## src/rtl/dla_pkg.sv

```systemverilog
// Shared types and constants for the DLA post-processing unit.
// Holds the PPU state encoding, channel limit and requantization bounds.
package dla_pkg;

    localparam int MAX_CH     = 32;

    localparam int Q_RELU_MIN = 0;
    localparam int Q_RELU_MAX = 255;
    localparam int Q_SGN_MIN  = -128;
    localparam int Q_SGN_MAX  = 127;

    typedef enum logic [2:0] {
        ST_IDLE,
        ST_BIAS_REQ,
        ST_BIAS_CAP,
        ST_PS_REQ,
        ST_PS_CAP,
        ST_WRITE,
        ST_DONE
    } ppu_state_t;

    // Byte-enable covering lanes 0..last_lane of a packed output word.
    function automatic logic [3:0] tail_mask(input logic [1:0] last_lane);
        return 4'b1111 >> (2'd3 - last_lane);
    endfunction

endpackage

```

## src/rtl/ppu_quant.sv

```systemverilog
// Combinational requantizer: bias add, optional ReLU, rounded shift, clamp.
// Internal math is two bits wider than the inputs so nothing can wrap.
module ppu_quant
    import dla_pkg::*;
#(
    parameter int W  = 32,
    parameter int OW = 8
) (
    input  logic [W-1:0]  psum,
    input  logic [W-1:0]  bias,
    input  logic [4:0]    shift,
    input  logic          relu_en,
    output logic [OW-1:0] q
);

    localparam int SW = W + 2;

    logic signed [SW-1:0] sum;
    logic signed [SW-1:0] pos;
    logic signed [SW-1:0] rnd;
    logic signed [SW-1:0] shf;
    logic signed [SW-1:0] lo;
    logic signed [SW-1:0] hi;
    logic signed [SW-1:0] sat;

    // Add, rectify, round-half-up shift, then saturate to the output range.
    always_comb begin
        sum = SW'($signed(psum)) + SW'($signed(bias));
        pos = (relu_en && sum[SW-1]) ? '0 : sum;
        rnd = '0;
        if (shift != 5'd0) begin
            rnd[shift - 5'd1] = 1'b1;
        end
        shf = (pos + rnd) >>> shift;
        lo  = relu_en ? SW'(Q_RELU_MIN) : SW'(Q_SGN_MIN);
        hi  = relu_en ? SW'(Q_RELU_MAX) : SW'(Q_SGN_MAX);
        if (shf < lo) begin
            sat = lo;
        end else if (shf > hi) begin
            sat = hi;
        end else begin
            sat = shf;
        end
        q = OW'(sat);
    end

endmodule

```

## src/rtl/opsum_ppu.sv

```systemverilog
// Output post-processing unit: loads per-channel bias, requantizes partial
// sums read from the GLB and writes packed output bytes back to the GLB.
module opsum_ppu #(
    parameter int ADDR_WIDTH = 32,
    parameter int DATA_WIDTH = 8,
    parameter int MAX_CH     = dla_pkg::MAX_CH
) (
    input  logic                    clk,
    input  logic                    rst,
    input  logic                    start,
    output logic                    busy,
    output logic                    done,
    input  logic [15:0]             num_pix,
    input  logic [5:0]              num_ch,
    input  logic [4:0]              shift,
    input  logic                    relu_en,
    input  logic [ADDR_WIDTH-1:0]   opsum_base,
    input  logic [ADDR_WIDTH-1:0]   bias_base,
    input  logic [ADDR_WIDTH-1:0]   out_base,
    output logic [3:0]              glb_re,
    output logic [ADDR_WIDTH-1:0]   glb_r_addr,
    input  logic [DATA_WIDTH*4-1:0] glb_r_data,
    output logic [3:0]              glb_we,
    output logic [ADDR_WIDTH-1:0]   glb_w_addr,
    output logic [DATA_WIDTH*4-1:0] glb_w_data
);

    import dla_pkg::*;

    localparam int BW = DATA_WIDTH * 4;
    localparam int CW = (MAX_CH > 1) ? $clog2(MAX_CH) : 1;
    localparam logic [ADDR_WIDTH-1:0] WSTEP = ADDR_WIDTH'(4);

    ppu_state_t state;

    logic [15:0]           np_q;
    logic [5:0]            nc_q;
    logic [4:0]            sh_q;
    logic                  relu_q;
    logic [ADDR_WIDTH-1:0] ops_q;
    logic [ADDR_WIDTH-1:0] wr_addr;

    logic [5:0]            ch;
    logic [15:0]           pix;
    logic [1:0]            lane;
    logic                  last_q;

    logic [BW-1:0]                    bias_file [MAX_CH];
    logic [3:0][DATA_WIDTH-1:0]       pbuf;
    logic [3:0][DATA_WIDTH-1:0]       word_nxt;
    logic [DATA_WIDTH-1:0]            qbyte;
    logic                             ch_last;
    logic                             pix_last;

    assign ch_last  = (ch == nc_q - 6'd1);
    assign pix_last = (pix == np_q - 16'd1);

    ppu_quant #(
        .W  (BW),
        .OW (DATA_WIDTH)
    ) u_quant (
        .psum    (glb_r_data),
        .bias    (bias_file[CW'(ch)]),
        .shift   (sh_q),
        .relu_en (relu_q),
        .q       (qbyte)
    );

    // Current pack buffer with the freshly computed byte dropped into its lane.
    always_comb begin
        word_nxt       = pbuf;
        word_nxt[lane] = qbyte;
    end

    // Main sequencer; every GLB strobe and status flag is a registered output.
    always_ff @(posedge clk or posedge rst) begin
        if (rst) begin
            state      <= ST_IDLE;
            busy       <= 1'b0;
            done       <= 1'b0;
            glb_re     <= 4'b0000;
            glb_r_addr <= '0;
            glb_we     <= 4'b0000;
            glb_w_addr <= '0;
            glb_w_data <= '0;
            np_q       <= '0;
            nc_q       <= '0;
            sh_q       <= '0;
            relu_q     <= 1'b0;
            ops_q      <= '0;
            wr_addr    <= '0;
            ch         <= '0;
            pix        <= '0;
            lane       <= '0;
            last_q     <= 1'b0;
            pbuf       <= '0;
            for (int i = 0; i < MAX_CH; i++) begin
                bias_file[i] <= '0;
            end
        end else begin
            unique case (state)
                ST_IDLE: begin
                    if (start) begin
                        np_q    <= num_pix;
                        nc_q    <= num_ch;
                        sh_q    <= shift;
                        relu_q  <= relu_en;
                        ops_q   <= opsum_base;
                        wr_addr <= out_base;
                        ch      <= '0;
                        pix     <= '0;
                        lane    <= '0;
                        last_q  <= 1'b0;
                        pbuf    <= '0;
                        if (num_pix == 16'd0 || num_ch == 6'd0) begin
                            state <= ST_DONE;
                            done  <= 1'b1;
                        end else begin
                            state      <= ST_BIAS_REQ;
                            busy       <= 1'b1;
                            glb_re     <= 4'b1111;
                            glb_r_addr <= bias_base;
                        end
                    end
                end
                ST_BIAS_REQ: begin
                    glb_re <= 4'b0000;
                    state  <= ST_BIAS_CAP;
                end
                ST_BIAS_CAP: begin
                    bias_file[CW'(ch)] <= glb_r_data;
                    glb_re             <= 4'b1111;
                    if (ch_last) begin
                        ch         <= '0;
                        glb_r_addr <= ops_q;
                        state      <= ST_PS_REQ;
                    end else begin
                        ch         <= ch + 6'd1;
                        glb_r_addr <= glb_r_addr + WSTEP;
                        state      <= ST_BIAS_REQ;
                    end
                end
                ST_PS_REQ: begin
                    glb_re <= 4'b0000;
                    state  <= ST_PS_CAP;
                end
                ST_PS_CAP: begin
                    if (ch_last) begin
                        ch  <= '0;
                        pix <= pix + 16'd1;
                    end else begin
                        ch <= ch + 6'd1;
                    end
                    if (lane == 2'd3 || (ch_last && pix_last)) begin
                        glb_we     <= tail_mask(lane);
                        glb_w_addr <= wr_addr;
                        glb_w_data <= word_nxt;
                        wr_addr    <= wr_addr + WSTEP;
                        pbuf       <= '0;
                        lane       <= '0;
                        last_q     <= ch_last && pix_last;
                        state      <= ST_WRITE;
                    end else begin
                        pbuf[lane] <= qbyte;
                        lane       <= lane + 2'd1;
                        glb_re     <= 4'b1111;
                        glb_r_addr <= glb_r_addr + WSTEP;
                        state      <= ST_PS_REQ;
                    end
                end
                ST_WRITE: begin
                    glb_we <= 4'b0000;
                    if (last_q) begin
                        busy  <= 1'b0;
                        done  <= 1'b1;
                        state <= ST_DONE;
                    end else begin
                        glb_re     <= 4'b1111;
                        glb_r_addr <= glb_r_addr + WSTEP;
                        state      <= ST_PS_REQ;
                    end
                end
                ST_DONE: begin
                    done  <= 1'b0;
                    state <= ST_IDLE;
                end
                default: begin
                    state <= ST_IDLE;
                end
            endcase
        end
    end

endmodule

```

## config.mk

```make
export PLATFORM = sky130hd
export DESIGN_NAME = opsum_ppu
export DESIGN_NICKNAME = d
export VERILOG_FILES = /design/src/rtl/dla_pkg.sv /design/src/rtl/ppu_quant.sv /design/src/rtl/opsum_ppu.sv
export SDC_FILE = /design/constraint.sdc
export NUM_CORES = 2
export LEC_CHECK = 0
export ABC_AREA = 1
export CAP_MARGIN = 20
export CORE_MARGIN = 2
export CORE_UTILIZATION = 30
export DETAILED_ROUTE_END_ITERATION = 10
export PLACE_DENSITY = 0.55
export SLEW_MARGIN = 20
export SYNTH_ARGS = -nofsm -noshare
export SYNTH_HDL_FRONTEND = slang
export SYNTH_SLANG_ARGS = --single-unit
```

## constraint.sdc

```tcl
create_clock -name clk -period 124 [get_ports clk]
set_input_delay 18.6 -clock clk [delete_from_list [all_inputs] [get_ports clk]]
set_output_delay 18.6 -clock clk [all_outputs]
set_load 0.01 [all_outputs]
```

==> flow_metrics.env <==
export IMPL_avgSynthCellArea_sq_um=7.854
export IMPL_netlist_top_cells_area="dfrtp_1 50%, o21ai_0 12%, nand2_1 12%"
export IMPL_clockBufferDepth=3
export IMPL_drive_above_1_share_pct=5.539
export IMPL_clk_latency_ps=800
export IMPL_grt_pass1_wl_mm=341.5
export IMPL_dieArea_sq_um=217900
export IMPL_yosysTopAreaCell="dfrtp_1"
export IMPL_slowest_delay_ps=720
export IMPL_ctsRootBufferMaster="clkbuf_16"
export IMPL_cts_resized_gates=0
export IMPL_powerDensity_nw_per_um2=26.17
export IMPL_fin_crit_sh_pct=21.41
export IMPL_synthAdderAreaFrac_pct=2.106
export IMPL_crit_type="in -> reg"
export IMPL_drv_slew=0
export IMPL_syn_num_nets=8449
export IMPL_wirelength_mm=223.7
export IMPL_final_cell_mix="1,956 x nand2_1, 1,596 x o21ai_0, 1,277 x dfrtp_1, 711 x nor2_1, 499 x inv_1"
export IMPL_hold_viol=0
export IMPL_fin_worst_skew_ps=36.41
export IMPL_period_minus_slack_ps=26550
export IMPL_h_tree_depth=4
export IMPL_holdWs_ps=466.8
export IMPL_yosysTopAreaCellShare_pct=49.80
export IMPL_die_x_um=466.8
export IMPL_grt_pass1_vias=53930
export IMPL_cap_violations=0
export IMPL_cts_made_buffers=142
export IMPL_worstMarginPinSlew_ps=1094
export IMPL_grt_total_usage_pct=20.10
export IMPL_max_freq_mhz=37.67
export IMPL_synth_ff_type="dfrtp_1"
export IMPL_initial_core_util_pct=30.24
export IMPL_vias_per_cell=5.173
export IMPL_postRouteAntennaNets=0
export IMPL_ys_types=62
export IMPL_ys_seq_area_share_pct=49.80
export IMPL_outcome="finished clean"
export IMPL_port_buffer_count=264
export IMPL_drt_iter0_markers=5726
export IMPL_die_height_um=466.8
export IMPL_hold_class="reg -> reg"
export IMPL_clk_pin_slew_ps=60
export IMPL_synth_compound_area_share_pct=20.60
export IMPL_grt_overflow=0
export IMPL_pin_count=265
export IMPL_wire_per_inst_um=20.21
export IMPL_cp_max_fo=29
export IMPL_ys_async_sr_fraction_pct=100.0
export IMPL_synthToLayoutAreaGrowth_pct=15.24
export IMPL_floorplan_rows=169
export IMPL_ys_ff_latch=1279
export IMPL_cts_setup_buffers=0
export IMPL_final_common_cell="nand2_1"
export IMPL_synth_edff_count=0
export IMPL_drc=0
export IMPL_antenna_found_initial=15
export IMPL_crit_required_ps=124630
export IMPL_synth_mux_area_share_pct=0.06619
export IMPL_critPathSlowestCell="inv_1"
export IMPL_cts_tree="done"
export IMPL_rsz0062_at_grt="false"
export IMPL_setup_viol_count_final=0
export IMPL_worst_ir_drop_vdd_mv=0.01522
export IMPL_dp_hpwl_mm=133.8
export IMPL_p_leak_nw=33.74
export IMPL_syn_inst=8183
export IMPL_yosys_area_share_simple_pct=19.95
export IMPL_synth_area_sq_um=64270
export IMPL_nets=8391
export IMPL_endpoint_kind="flip-flop"
export IMPL_yosys_warnings=0
export IMPL_tns_ps=0
export IMPL_crit_top_cell="nand2_1"
export IMPL_cts_num_sinks=1279
export IMPL_synthXorXnorAreaFrac_pct=1.131
export IMPL_slew_headroom_pct=27.07
export IMPL_hold_buffers=0
export IMPL_synth_top_family_by_area="compound AO/OA/AOI/OAI gates"
export IMPL_grt_max_degree=190
export IMPL_vias=57280
export IMPL_critical_path_arrival_ps=27180
export IMPL_coreArea_sq_um=212500
export IMPL_dr_pass1_iters=8
export IMPL_fillCellCount=22230
export IMPL_gp_congestion=0.8977
export IMPL_start_kind="primary input"
==> critical path: cells and delay by family <==
kind / cells / cell delay, ps
AND/OR/NAND/NOR: 29 / 3370
XOR/XNOR: 1 / 260
buffers and inverters: 11 / 2080
adder cells (fa/ha/maj): 3 / 980
AO/OA/AOI/OAI: 14 / 1850
==> metrics by stage <==
stage                     util (%)  setup slack [ps]  std cells  area (sq um)  power [mW]
after CTS                    34.81             97500      11050         73980       1.942
after floorplan                  -             69350       8183         64270       1.209
after detailed placement     32.60             96680      10800         69270       1.509
after global routing         34.85             96500      11070         74050       2.090
after global placement       32.60             96780      10800         69270       1.501
final                        34.85             97450      11070         74060       1.939
==> synth_stat cells, types with 7 or more instances <==
library cell / instances
ha_1: 105
or2_2: 34
inv_1: 501
o211ai_1: 25
nand3b_1: 7
nor2_1: 722
dfrtp_1: 1279
clkbuf_1: 504
nor3_1: 58
nand4_1: 26
a221oi_1: 58
buf_1: 31
o22ai_1: 195
inv_2: 9
a22oi_1: 18
xor2_1: 61
a31oi_1: 15
o21ai_0: 1596
nand2_2: 13
nor4_1: 15
a22o_1: 64
buf_2: 22
xnor2_1: 22
o21a_1: 7
o21ai_2: 15
nand2_1: 1981
o21bai_1: 8
a21oi_1: 378
nand3_1: 306
o21ai_1: 37
==> path summary, 6_finish.rpt <==
kind / startpoint / depth (start not counted) / to / slack (ps)
worst max-delay path: glb_r_data[1] / 58 / pbuf[9] / 97450
worst min-delay path: pbuf[19] / 2 / pbuf[19] / 470
worst max register to register: ch[0] / 65 / pbuf[9] / 111580
worst min register to register: pbuf[19] / 2 / pbuf[19] / 470
max in group asynchronous: rst / 5 / bias_file[264] / 102480
min in group asynchronous: rst / 2 / bias_file[859] / 18420
==> area by class of cell <==
class	count	area [sq um]	share of cell area, %
tap	2821	3530	4.766
sequential	1279	32010	43.22
clock buffer	205	4141	5.592
inverter	515	1956	2.640
timing repair buffer	358	3450	4.657
clock inverter	47	564.3	0.7619
antenna	17	42.54	0.05744
multi-input combinational	5829	28370	38.30
==> flip-flops by register name, summed over array words and instances, names as in the netlist, 4 cells and up <==
name,count
ch,6
sh_q,5
ops_q,32
glb_w_addr,32
glb_we,4
nc_q,6
bias_file,1024
pix,16
glb_w_data,32
wr_addr,32
np_q,16
pbuf,32
glb_r_addr,32
==> power breakdown <==
group | switching [mW] | internal, mW | leakage, nW | total, mW
Clock | 0.184 | 0.243 | 2.31 | 0.427
Combinational | 0.652 | 0.311 | 18.9 | 0.964
Sequential | 0.0509 | 0.497 | 12.5 | 0.548
==> cells by family after synthesis <==
group           count (synthesis)
flops                        1279
other cells                     1
fa+ha+maj                     107
mux                             4
xor+xnor                       83
buf+inv                      1075
simple gates                 3192
compound gates               2442
==> metal layers <==
| layer | GRT usage [%] | up-vias | share of wire, % | wire length (um) |
|---|---|---|---|---|
| met5 | 0 | - | 0.011 | 24 |
| met3 | 2.758 | 350 | 6.3 | 14000 |
| met4 | 6.531 | 4 | 2.9 | 6560 |
| li1 | - | 27170 | - | - |
| met2 | 32.67 | 1982 | 47 | 104300 |
| met1 | 27.50 | 27770 | 44 | 98850 |
(Power assumes the default switching activity.)
